<file path="src/rtl/alu_muldiv.sv">
// alu_muldiv: execute-stage ALU with an attached iterative multiply/divide unit.
//
// The ALU path (A, B, fun -> Y, C, V) is purely combinational and never looks at
// the mul/div state. The mul/div unit takes WIDTH shift-add or restoring-subtract
// steps on operand magnitudes, then applies sign correction while writing HI/LO.
//
// Parameters:
//   WIDTH        datapath width (even, >= 4)
// Ports:
//   clk, rst_n   clock (rising edge), synchronous active-low reset
//   A, B         operands (rs, rt)
//   fun          ALU function: fun[2] inverts B and adds carry-in,
//                fun[1:0] = 00 AND, 01 OR, 10 ADD, 11 SLT
//   Y, C, V      ALU result, adder carry out, adder signed overflow
//   start        mul/div request; accepted only when busy=0
//   md_op        00 MULT, 01 MULTU, 10 DIV, 11 DIVU
//   busy         mul/div in progress (accept edge through the HI/LO write edge)
//   done         one-cycle pulse after HI/LO were written
//   hi, lo       HI/LO registers
// Optional feature (macro ALU_HILO_WRITE_EN):
//   hilo_wdata, hi_we, lo_we  MTHI/MTLO write port, honoured only while busy=0.
//
// Handshake: a request is taken on a rising edge where start=1 and busy=0; start
// is ignored while busy=1 and is never queued. The result is visible on hi/lo in
// the same cycle that done is high.
module alu_muldiv #(
    parameter int WIDTH = 32
) (
    input  logic             clk,
    input  logic             rst_n,
    input  logic [WIDTH-1:0] A,
    input  logic [WIDTH-1:0] B,
    input  logic [2:0]       fun,
    output logic [WIDTH-1:0] Y,
    output logic             C,
    output logic             V,
    input  logic             start,
    input  logic [1:0]       md_op,
    output logic             busy,
    output logic             done,
    output logic [WIDTH-1:0] hi,
    output logic [WIDTH-1:0] lo
`ifdef ALU_HILO_WRITE_EN
    ,
    input  logic [WIDTH-1:0] hilo_wdata,
    input  logic             hi_we,
    input  logic             lo_we
`endif
);

    localparam int CW = $clog2(WIDTH);
    localparam logic [CW-1:0] LAST = CW'(WIDTH - 1);

    // ---------------- combinational ALU ----------------
    logic [WIDTH-1:0] bx;
    logic [WIDTH:0]   sum_ext;
    logic             add_v;

    assign bx      = fun[2] ? ~B : B;
    assign sum_ext = {1'b0, A} + {1'b0, bx} + {{WIDTH{1'b0}}, fun[2]};
    // Overflow: operands agree in sign but the sum does not.
    assign add_v   = (A[WIDTH-1] == bx[WIDTH-1]) && (sum_ext[WIDTH-1] != A[WIDTH-1]);

    always_comb begin
        Y = '0;
        C = 1'b0;
        V = 1'b0;
        case (fun[1:0])
            2'b00: Y = A & bx;
            2'b01: Y = A | bx;
            2'b10: begin
                Y = sum_ext[WIDTH-1:0];
                C = sum_ext[WIDTH];
                V = add_v;
            end
            default: begin
                // True sign of the (possibly overflowed) difference.
                Y = {{(WIDTH-1){1'b0}}, sum_ext[WIDTH-1] ^ add_v};
                C = sum_ext[WIDTH];
                V = add_v;
            end
        endcase
    end

    // ---------------- mul/div FSM ----------------
    typedef enum logic [1:0] {S_IDLE, S_RUN, S_FIX} state_t;
    state_t state, state_nxt;

    logic [CW-1:0]    cnt;
    logic [1:0]       op_q;      // op_q[1]: divide, op_q[0]: unsigned
    logic [WIDTH-1:0] a_q;       // raw dividend, needed for divide-by-zero HI
    logic [WIDTH-1:0] opnd_q;    // multiplicand magnitude or divisor magnitude
    logic [WIDTH-1:0] r_hi;      // partial product high / partial remainder
    logic [WIDTH-1:0] r_lo;      // multiplier shifting out / quotient shifting in
    logic             neg_res;   // negate product or quotient in FIX
    logic             neg_rem;   // negate remainder in FIX
    logic             div0_q;

    always_ff @(posedge clk) begin
        if (!rst_n) state <= S_IDLE;
        else        state <= state_nxt;
    end

    always_comb begin
        state_nxt = state;
        case (state)
            S_IDLE:  if (start) state_nxt = S_RUN;
            S_RUN:   if (cnt == LAST) state_nxt = S_FIX;
            S_FIX:   state_nxt = S_IDLE;
            default: state_nxt = S_IDLE;
        endcase
    end

    assign busy = (state != S_IDLE);

    // Operand magnitudes at accept time.
    logic             sgn, a_neg, b_neg;
    logic [WIDTH-1:0] ma, mb;
    assign sgn   = ~md_op[0];
    assign a_neg = sgn & A[WIDTH-1];
    assign b_neg = sgn & B[WIDTH-1];
    assign ma    = a_neg ? -A : A;
    assign mb    = b_neg ? -B : B;

    // One iteration of each algorithm.
    logic [WIDTH:0]     msum;
    logic [WIDTH:0]     shifted;
    logic               ge;
    logic [WIDTH-1:0]   diff;
    logic [2*WIDTH-1:0] prod, prod_fix;
    logic [WIDTH-1:0]   quo_fix, rem_fix;

    assign msum     = {1'b0, r_hi} + (r_lo[0] ? {1'b0, opnd_q} : '0);
    assign shifted  = {r_hi, r_lo[WIDTH-1]};
    assign ge       = shifted >= {1'b0, opnd_q};
    // Only used when ge, where the true difference is below opnd_q and fits.
    assign diff     = shifted[WIDTH-1:0] - opnd_q;
    assign prod     = {r_hi, r_lo};
    assign prod_fix = neg_res ? -prod : prod;
    assign quo_fix  = neg_res ? -r_lo : r_lo;
    assign rem_fix  = neg_rem ? -r_hi : r_hi;

    always_ff @(posedge clk) begin
        if (!rst_n) begin
            cnt     <= '0;
            op_q    <= '0;
            a_q     <= '0;
            opnd_q  <= '0;
            r_hi    <= '0;
            r_lo    <= '0;
            neg_res <= 1'b0;
            neg_rem <= 1'b0;
            div0_q  <= 1'b0;
            done    <= 1'b0;
            hi      <= '0;
            lo      <= '0;
        end else begin
            done <= 1'b0;
`ifdef ALU_HILO_WRITE_EN
            if (!busy) begin
                if (hi_we) hi <= hilo_wdata;
                if (lo_we) lo <= hilo_wdata;
            end
`endif
            case (state)
                S_IDLE: begin
                    if (start) begin
                        cnt     <= '0;
                        op_q    <= md_op;
                        a_q     <= A;
                        neg_res <= a_neg ^ b_neg;
                        neg_rem <= a_neg;
                        div0_q  <= (B == '0);
                        r_hi    <= '0;
                        // Multiply shifts the multiplier out of r_lo; divide shifts
                        // the dividend out of r_lo while the quotient shifts in.
                        r_lo    <= md_op[1] ? ma : mb;
                        opnd_q  <= md_op[1] ? mb : ma;
                    end
                end
                S_RUN: begin
                    cnt <= cnt + CW'(1);
                    if (op_q[1]) begin
                        r_hi <= ge ? diff : shifted[WIDTH-1:0];
                        r_lo <= {r_lo[WIDTH-2:0], ge};
                    end else begin
                        {r_hi, r_lo} <= {msum, r_lo[WIDTH-1:1]};
                    end
                end
                S_FIX: begin
                    done <= 1'b1;
                    if (op_q[1]) begin
                        if (div0_q) begin
                            hi <= a_q;
                            lo <= '1;
                        end else begin
                            hi <= rem_fix;
                            lo <= quo_fix;
                        end
                    end else begin
                        {hi, lo} <= prod_fix;
                    end
                end
                default: ;
            endcase
        end
    end

endmodule

</file>
<file path="config.mk">
export PLATFORM = sky130hd
export DESIGN_NAME = alu_muldiv
export DESIGN_NICKNAME = d
export VERILOG_FILES = /design/src/rtl/alu_muldiv.sv
export SDC_FILE = /design/constraint.sdc
export NUM_CORES = 1
export LEC_CHECK = 0
export BUFFER_PORTS_ARGS = -buffer_cell sky130_fd_sc_hd__buf_2
export CAP_MARGIN = 20
export CORE_MARGIN = 4
export CORE_UTILIZATION = 40
export CTS_CLUSTER_DIAMETER = 80
export DETAILED_ROUTE_END_ITERATION = 10
export PLACE_DENSITY = 0.68
export SETUP_SLACK_MARGIN = 0.5
export SLEW_MARGIN = 20
export SYNTH_ARGS = -nofsm -noshare
export SYNTH_HDL_FRONTEND = slang
export SYNTH_SLANG_ARGS = --single-unit
</file>
<file path="constraint.sdc">
create_clock -name clk -period 5.85 [get_ports clk]
set_input_delay 0.585 -clock clk [delete_from_list [all_inputs] [get_ports clk]]
set_output_delay 0.585 -clock clk [all_outputs]
set_load 0.05 [all_outputs]
</file>
## Word level (Yosys, flattened, before mapping)

Cells that the tools add are included.
W data, S select, Z words.

- Flip-flop bits (word level): 205
- Output and inout port bits: 100
- Input bits: 72

- Order comparisons: 1
- Equal/unequal tests: 9
- Reductions and logical operators: 10
- Bitwise operators: 8
- Muxes and demuxes: 29
- Add/subtract/negate cells: 10

Operators by type and width:

| operator | number |
|---|---|
| $mux W32 | 17 |
| $neg A32 Y32 | 4 |
| $pmux W32 S2 | 2 |
| $pmux W32 S3 | 1 |
| $add A32 B32 Y33 | 2 |
| $mux W64 | 1 |
| $neg A64 Y64 | 1 |
| $add A33 B1 Y33 | 1 |
| $ge A33 B32 Y1 | 1 |
| $and A32 B32 Y32 | 1 |
| $logic_not A32 Y1 | 1 |
| $not A32 Y32 | 1 |
| $or A32 B32 Y32 | 1 |
| $sub A32 B32 Y32 | 1 |
| $pmux W5 S2 | 1 |
| $reduce_and A2 Y1 | 3 |
| $add A5 B1 Y5 const B | 1 |
| $eq A5 B5 Y1 const B | 1 |
| $mux W5 | 1 |
| $eq A2 B1 Y1 const B | 2 |
| $eq A2 B2 Y1 const B | 2 |
| $logic_not A2 Y1 | 2 |
| $mux W2 | 2 |
| $ne A2 B2 Y1 const B | 2 |
| 10 further kinds | 15 |

## Longest topological paths before layout

Gate-level depths: netlist of run 1.

- Depth after elaboration: 8
- Gate-level depth with buffers: 15
- Mapped depth without buffers: 13

## Worst setup path after synthesis of run 1

Ideal clock, no wire load.

- Path kind: input -> output
- Start point: input port fun[2]
- End point: output port Y[25]
- Arrival: 4839 ps
- Stages on the path: 14
- Buffers on the path: 2
- Setup slack: 426 ps
- Cells stage by stage: clkbuf_1 buf_1 xor2_1 inv_1 ha_1 and3_1 nor2b_1 a31oi_1 a31oi_1 o41ai_1 o211ai_1 o21a_1 o21a_1 o32ai_1

- Cells in the longest elaborated chain, start to end: 4
- Elaborated cells between the ends (all ways): 6

RTL lines:

| element | line | RTL |
|---|---|---|
| start, declared | 33 | `input logic [2:0] fun,` |
| $mux W32 | 59 | `assign bx = fun[2] ? ~B : B;` |
| $add A32 B32 Y33 | 60 | `assign sum_ext = {1'b0, A} + {1'b0, bx} + {{WIDTH{1'b0}}, fun[2]};` |
| $add A33 B1 Y33 | 60 |  |
| $pmux W32 S3 * | 68 | `case (fun[1:0])` |
| end, declared | 34 | `output logic [WIDTH-1:0] Y,` |

Every way passes the cells marked *; elsewhere a longest branch is shown, timed or not.

## Worst setup path in the final report of run 1

- Start point: input port fun[2]
- End point: output port Y[0]

- Cells in the longest elaborated chain, start to end: 7
- Elaborated cells between the ends (all ways): 10

RTL lines:

| element | line | RTL |
|---|---|---|
| $mux W32 | 59 |  |
| $add A32 B32 Y33 | 60 |  |
| $add A33 B1 Y33 | 60 |  |
| $ne A1 B1 Y1 | 62 | `assign add_v = (A[WIDTH-1] == bx[WIDTH-1]) && (sum_ext[WIDTH-1] != A[WIDTH-1]);` |
| $logic_and A1 B1 Y1 | 62 |  |
| $xor A1 B1 Y1 | 78 | `Y = {{(WIDTH-1){1'b0}}, sum_ext[WIDTH-1] ^ add_v};` |
| $pmux W32 S3 * | 68 |  |

Marked as above.

==> metrics.md, run 1 <==
| Metric | Value |
|---|---|
| Grt peak-use layer | met2 |
| Die ar. | 0.0511 mm^2 |
| Max_cap viols | 0 |
| Synthesized flop and latch total | 204 |
| Vias in the first global route | 19.3k |
| Max Root-Sink Buffers | 3 |
| Critical Path RT | 5270 ps |
| Buf/Inv on CP | 3 |
| CP Depth | 14 |
| Power per cell area | 227 mW/mm^2 |
| Yosys warning count | 0 |
| TritonCTS clock tree | yes |
| Syn_area_per_cell | 7.10 um^2 |
| Met1 usage | 0.387 |
| Slew @ Worst Pin | 1100 ps |
| Worst Setup Start Kind | input port |
| M2 GR Usage | 0.445 |
| Iter 0 DRT Violations | 1914 |
| Total gr overflow | 0 |
| Drt wl/cell | 22.4 um |
| Worst path most repeated cell | buf_2 |
| Row Count | 79 |
| Final setup fails | 0 |
| Final ANT Viol Nets | 0 |
| Largest net degree at the start of global routing | 91 |
| First-pass GRT wire length | 114000 um |
| Cell variety after synth | 73 |
| Critical Path Slowest Stage Cell | buf_4 |
| Root buf cell | clkbuf_16 |
| DRC Markers | 0 |
| Arr. time, crit path | 4320 ps |
| Synthesized area | 0.0190 mm^2 |
| Post-layout net count | 2942 |
| Fin crit share | 0.838 |
| Vias/cell | 6.15 |
| Via count | 20.7k |
| Asr flop ratio synth | 0 |
| Mapped Cells | 2678 |
| Die width | 226 um |
| Relative slew slack | 0.258 |
| GPL Wtd Cong | 1.01 |
| Global-route track usage on met3 | 0.0400 |
| Worst Reg-to-Reg Cells | 13 |
| Max Transition Viols Final | 0 |
| Layout cells sized above 1 | 0.111 |
| Max Clock Freq | 204 MHz |
| Top delay family on crit path | compound AO/OA/AOI/OAI gates |
| H-Tree Depth | 1 |
| Most used DFF post-synth | dfxtp_1 |
| Post-Route WL | 75100 um |
| Fin crit period | 4900 ps |
| Hold path cells | 3 |
| Maximum vdd drop | 0.000187 V |
| Clk_lat worst skew | 560 ps |
| Final TNS setup | 0 ps |
| CP Cell Sequence | buf_2, buf_4, xor2_1, ha_1, a21o_1, a21oi_1, nor2b_1, o41a_1, o41ai_2, o211ai_1, a31o_2, mux2_2, a31oi_1, buf_2 |
| Final core utilization | 0.453 |
| # port buffers | 171 |
| Clk_skew | 23.0 ps |
| Area growth, synth to finish | 11.2% |
| Die Span Y | 226 um |
| Critical Path End Type | output port |
| Post-synthesis sequential area ratio | 0.215 |
| Clk slew on worst S/H paths | 60 ps |
| TritonCTS sink count | 204 |
| P_leak | 9.03 nW |
| Worst path max stage delay | 420 ps |
| Top Ports | 172 |
| HP Class | input port to flop |
| RSZ-0062 raised after global routing | false |
| Fin area | 0.0212 mm^2 |
| Outcome | completed |
| Hold Fails Final Rpt | 0 |
| Gr usage total | 0.280 |
| Setup CP Type | input port to output port |
| TritonCTS buffer count | 25 |
| Total placed instance area | 0.0203 mm^2 |
| Initial Util | 0.407 |
| Initial antenna violation count | 3 |
| Worst Path Max Fanout | 20 |
| EDFF count, synth | 0 |
| Core area | 0.0468 mm^2 |
| Post-Syn Nets | 2885 |
| First-pass detailed-route iteration total | 6 |
| Placed wire-length estimate | 58000 um |
==> cell type report <==
| type | instances | area, um^2 |
|---|---|---|
| fillers | 4778 | 25600 |
| multi-input cells | 2141 | 13700 |
| flip-flops and latches | 204 | 4090 |
| repair buffers | 218 | 1210 |
| well taps | 607 | 759 |
| clock buffers | 33 | 707 |
| inverters | 145 | 546 |
| clock inverters | 11 | 115 |
| diodes | 1 | 2.50 |
==> logic make-up (layout without fill, tap and decap cells) <==
kind of cell / count (synthesis) / after routing / share of synthesized area
adders and majority gates: 135 / 135 / 0.0900
buffers and inverters: 333 / 407 / 0.0664
muxes: 68 / 68 / 0.0362
xor gates and xnor gates: 232 / 232 / 0.107
and+or+nand+nor: 801 / 801 / 0.188
other: 0 / 1 / 0
AOI/OAI and AO/OA: 905 / 905 / 0.298
DFF: 204 / 204 / 0.215
==> routing by layer <==
metal / part of all wire / up-vias
met5: 0.00055 / -
met4: 0.041 / 6
met2: 0.44 / 957
li1: - / 9732
met1: 0.44 / 9804
met3: 0.079 / 168
==> stage by stage <==
| step | cells | total power [mW] | setup slack, ps | hold slack [ps] |
|---|---|---|---|---|
| CTS | 3359 | 4.80 | 701 | 306 |
| detailed placement | 3315 | 3.22 | 724 | 436 |
| floorplan | 2678 | 2.75 | 659 | 415 |
| global route | 3359 | 5.03 | 761 | 335 |
| global placement | 3315 | 3.20 | 802 | 429 |
| finish | 3360 | 4.81 | 949 | 319 |
==> cell usage in the layout, fill, tap and decap left out, drive strengths merged, types with 20 or more instances in the layout <==
master	count
nand4	25
nor3	48
xor2	115
a21oi	276
mux2i	62
a211oi	71
dfxtp	204
nor2	227
buf	218
o21ai	214
o211ai	51
nor4	20
or3	20
clkbuf	33
inv	146
o31ai	25
o221ai	21
nand2	314
ha	132
nand3	55
and3	24
a21o	50
o22ai	36
a31oi	27
xnor2	117
==> flip-flops by register name, indices dropped and copies added (netlist names), 2 cells and up <==
register	count
a_q	32
hi	32
lo	32
opnd_q	32
r_hi	32
r_lo	32
cnt	5
state	2
==> power breakdown <==
part	leakage [nW]	total, mW	internal [mW]	switching, mW
combinational	6.96	1.69	0.579	1.11
clock	0.403	1.57	0.904	0.670
sequential	1.66	1.55	1.45	0.0981
==> tightest hold or removal path, cell delays in order <==
cell and delay [ps]:
buf_2 120, nand2_1 50, a21oi_1 50
==> final timing paths <==
path	startpoint	to	slack [ps]
max	fun[2]	Y[0]	950
min	A[26]	a_q[26]	320
max reg2reg	r_lo[0]	r_hi[31]	1340
min reg2reg	cnt[3]	cnt[3]	440
==> cells in the mapped netlist (all sizes together) (34+ instances only) <==
master  instances  area (um^2)
ha            132         1650
clkbuf        154          578
xor2          115         1010
a21oi         276         1380
mux2i          62          621
buf            34          140
inv           144          541
nor2          227          852
nand2         314         1180
nor3           48          240
o22ai          36          225
dfxtp         204         4080
o211ai         51          383
a211oi         71          538
a21o           50          375
o21ai         214         1070
xnor2         117         1020
nand3          55          275
==> timing repair <==
item | in CTS | in global routing
hold buffers | 0 | 0
setup endpoints to repair | 0 | 3
setup buffers | 0 | 0
resized for setup | 0 | 1
(Power assumes the default switching activity.)
==> run 2: changes to the inputs <==
--- a/config.mk
+++ b/config.mk
@@ -11,7 +11,7 @@
 export CORE_UTILIZATION = 40
 export CTS_CLUSTER_DIAMETER = 80
 export DETAILED_ROUTE_END_ITERATION = 10
-export PLACE_DENSITY = 0.68
+export PLACE_DENSITY = 0.71
 export SETUP_SLACK_MARGIN = 0.5
 export SLEW_MARGIN = 20
 export SYNTH_ARGS = -nofsm -noshare
==> constraint.sdc (replaced) <==
create_clock -name clk -period 4.25 [get_ports clk]
set_input_delay 0.425 -clock clk [delete_from_list [all_inputs] [get_ports clk]]
set_output_delay 0.425 -clock clk [all_outputs]
set_load 0.05 [all_outputs]
==> run 2 against run 1 <==
  * Setup slack lost 490 ps
  * Sequential power grew 37%
  * Combinational power grew 51%
  * Flip-flop and latch count is the same
  * Hold slack lost 160 ps
  * Register-to-register slack lost 670 ps
  * Utilization grew 2.5 points
  * Critical endpoint is now Y[30]
  * Largest cell class unchanged
  * Largest power group unchanged
==> metrics.md, run 2 (synthesis results as in run 1) <==
| Metric | Value |
|---|---|
| Post-Route WL | 77800 um |
| Setup CP Type | input port to output port |
| Area occupied by registers | 0.00409 mm^2 |
| Logic pwr share | 0.365 |
| Final TNS setup | 0 ps |
| Max Transition Viols Final | 0 |
| Vias in the first global route | 20.0k |
| Largest net degree at the start of global routing | 83 |
| Vias/cell | 6.20 |
| TritonCTS buffer count | 25 |
| Slew @ Worst Pin | 1100 ps |
| Switch Pwr | 2.67 mW |
| Post-route setup slack | 456 ps |
| Relative slew slack | 0.267 |
| Top Ports | 172 |
| Final setup fails | 0 |
| Outcome | completed |
| Commonest non-fill, non-tap cells in the layout | 312 x nand2_1, 272 x a21oi_1, 225 x nor2_1 |
| DRC Markers | 0 |
| Row Count | 79 |
| Global-route track usage on met3 | 0.0342 |
| Worst path max stage delay | 430 ps |
| Placement Setup Slack | 164 ps |
| Layout cells sized above 1 | 0.150 |
| Core area | 0.0468 mm^2 |
| Worst r2r src | r_lo[0] |
| Hold Startpoint | A[23] |
| Worst Setup Start Kind | input port |
| Hold path cells | 3 |
| Fillers | 4640 |
| First-pass detailed-route iteration total | 6 |
| Internal power | 4.32 mW |
| Via count | 21.2k |
| Final ANT Viol Nets | 0 |
| Sw Share | 0.382 |
| H-Tree Depth | 1 |
| Worst Path Max Fanout | 6 |
| Fin crit period | 3790 ps |
| Multi-input logic area | 0.0142 mm^2 |
| Gr usage total | 0.290 |
| Drt wl/cell | 22.7 um |
| Max Clock Freq | 264 MHz |
| Iter 0 DRT Violations | 2260 |
| GPL Wtd Cong | 1.01 |
| Met1 usage | 0.399 |
| CP Cell Sequence | buf_12, buf_12, xor2_1, inv_1, fa_1, nand3b_1, a211oi_2, o21bai_1, nand2_2, a211oi_2, a211o_1, o211ai_1, buf_4, xnor2_1, a31o_2, buf_4 |
| Post-layout net count | 3007 |
| Max_cap viols | 0 |
| Die Span Y | 226 um |
| Critical Path RT | 3830 ps |
| TritonCTS sink count | 204 |
| Clk_skew | 17.9 ps |
| TritonCTS clock tree | yes |
| Critical Path Slowest Stage Cell | fa_1 |
| First-pass GRT wire length | 118000 um |
| Initial Util | 0.407 |
| Placed wire-length estimate | 59400 um |
| M2 GR Usage | 0.470 |
| Reg2reg end | r_hi[30] |
| Die ar. | 0.0511 mm^2 |
| P_leak | 9.47 nW |
| Root buf cell | clkbuf_16 |
| Max Root-Sink Buffers | 3 |
| CTS Hold Buffers Added | 0 |
| Total gr overflow | 0 |
| HP Class | input port to flop |
| Area growth, synth to finish | 17.3% |
| # port buffers | 171 |
| RSZ-0062 raised after global routing | true |
| Grt peak-use layer | met2 |
| Worst Reg-to-Reg Cells | 13 |
| N_diodes | 0 |
| Clk_lat worst skew | 550 ps |
| Clock power frac | 0.332 |
| Reg2reg setup slack | 670 ps |
| Arr. time, crit path | 3370 ps |
| Maximum vdd drop | 0.000322 V |
| Critical Path End Type | output port |
| Most common cell after layout, fill and taps aside | nand2_1 |
| Hold Fails Final Rpt | 0 |
| Die width | 226 um |
| Buf/Inv on CP | 5 |
| Initial antenna violation count | 3 |
| Clk slew on worst S/H paths | 60 ps |
| Hold endpoint | a_q[23] |
| Top delay family on crit path | compound AO/OA/AOI/OAI gates |
| Sequential power share | 0.303 |
| Power per cell area | 313 mW/mm^2 |
| Fin crit share | 0.893 |
run 2: cell types whose count changed in the layout (fill, tap and decap cells not counted), moves of 7 or more:
cell     delta
buf_2      -17
xor2_1     -10
xor2_2      +9
buf_4      +62
ha_1       -11
buf_6       +7
o22ai_2     +9
ha_4        +9
o22ai_1     -9
run 2: layer usage:
metal / up-vias / part of all wire
met1: 10300 / 0.43
li1: 9826 / -
met3: 169 / 0.074
met2: 974 / 0.45
met4: 4 / 0.040
met5: - / 0.00031
run 2: power by group through the flow:
| stage | sequential [mW] | combinational, mW | clock (mW) |
|---|---|---|---|
| after floorplan | 2.09 | 1.73 | 0 |
| after global placement | 2.15 | 2.35 | 0 |
| after detailed placement | 2.15 | 2.37 | 0 |
| after CTS | 2.11 | 2.45 | 2.35 |
| after global routing | 2.13 | 2.75 | 2.42 |
| final | 2.12 | 2.55 | 2.33 |
run 2: cell type report:
class / count / share of cell area
clock buffers: 29 / 0.0287
clock inverters: 16 / 0.0105
inverters: 145 / 0.0246
multi-input cells: 2141 / 0.634
flip-flops and latches: 204 / 0.183
well taps: 607 / 0.0340
repair buffers: 282 / 0.0842
repair inverters: 1 / 0.000336
run 2: through the flow:
step | power [mW] | util | cells | hold WS [ps] | area [um^2]
2_1_floorplan | 3.82 | - | 2678 | 415 | 19200
3_3_place_gp | 4.50 | 0.446 | 3358 | 430 | 20800
3_5_place_dp | 4.52 | 0.446 | 3358 | 440 | 20800
4_1_cts | 6.92 | 0.472 | 3416 | 139 | 22100
5_1_grt | 7.29 | 0.477 | 3425 | 179 | 22300
6_report | 7.00 | 0.477 | 3425 | 157 | 22300
run 2: tightest hold or removal path: stages:
cell and delay [ps]:
buf_2 130, nand2_1 60, a21oi_1 50
run 2: how the worst max path moves through the flow:
stage	start	to	cells past startpoint
finish	fun[2]	Y[30]	16
global route	fun[2]	Y[30]	16
floorplan	fun[2]	Y[0]	14
CTS	fun[2]	Y[30]	15
global placement	fun[2]	Y[30]	15
detailed placement	fun[2]	Y[30]	15
run 2: what timing repair did:
| item | in CTS | in global routing |
|---|---|---|
| pin swaps | 10 | 13 |
| cloned | 3 | 1 |
| buffers inserted | 10 | 8 |
| gates resized for setup | 44 | 48 |
| endpoints found under the hold margin | 0 | 0 |
| setup endpoints to repair | 21 | 25 |
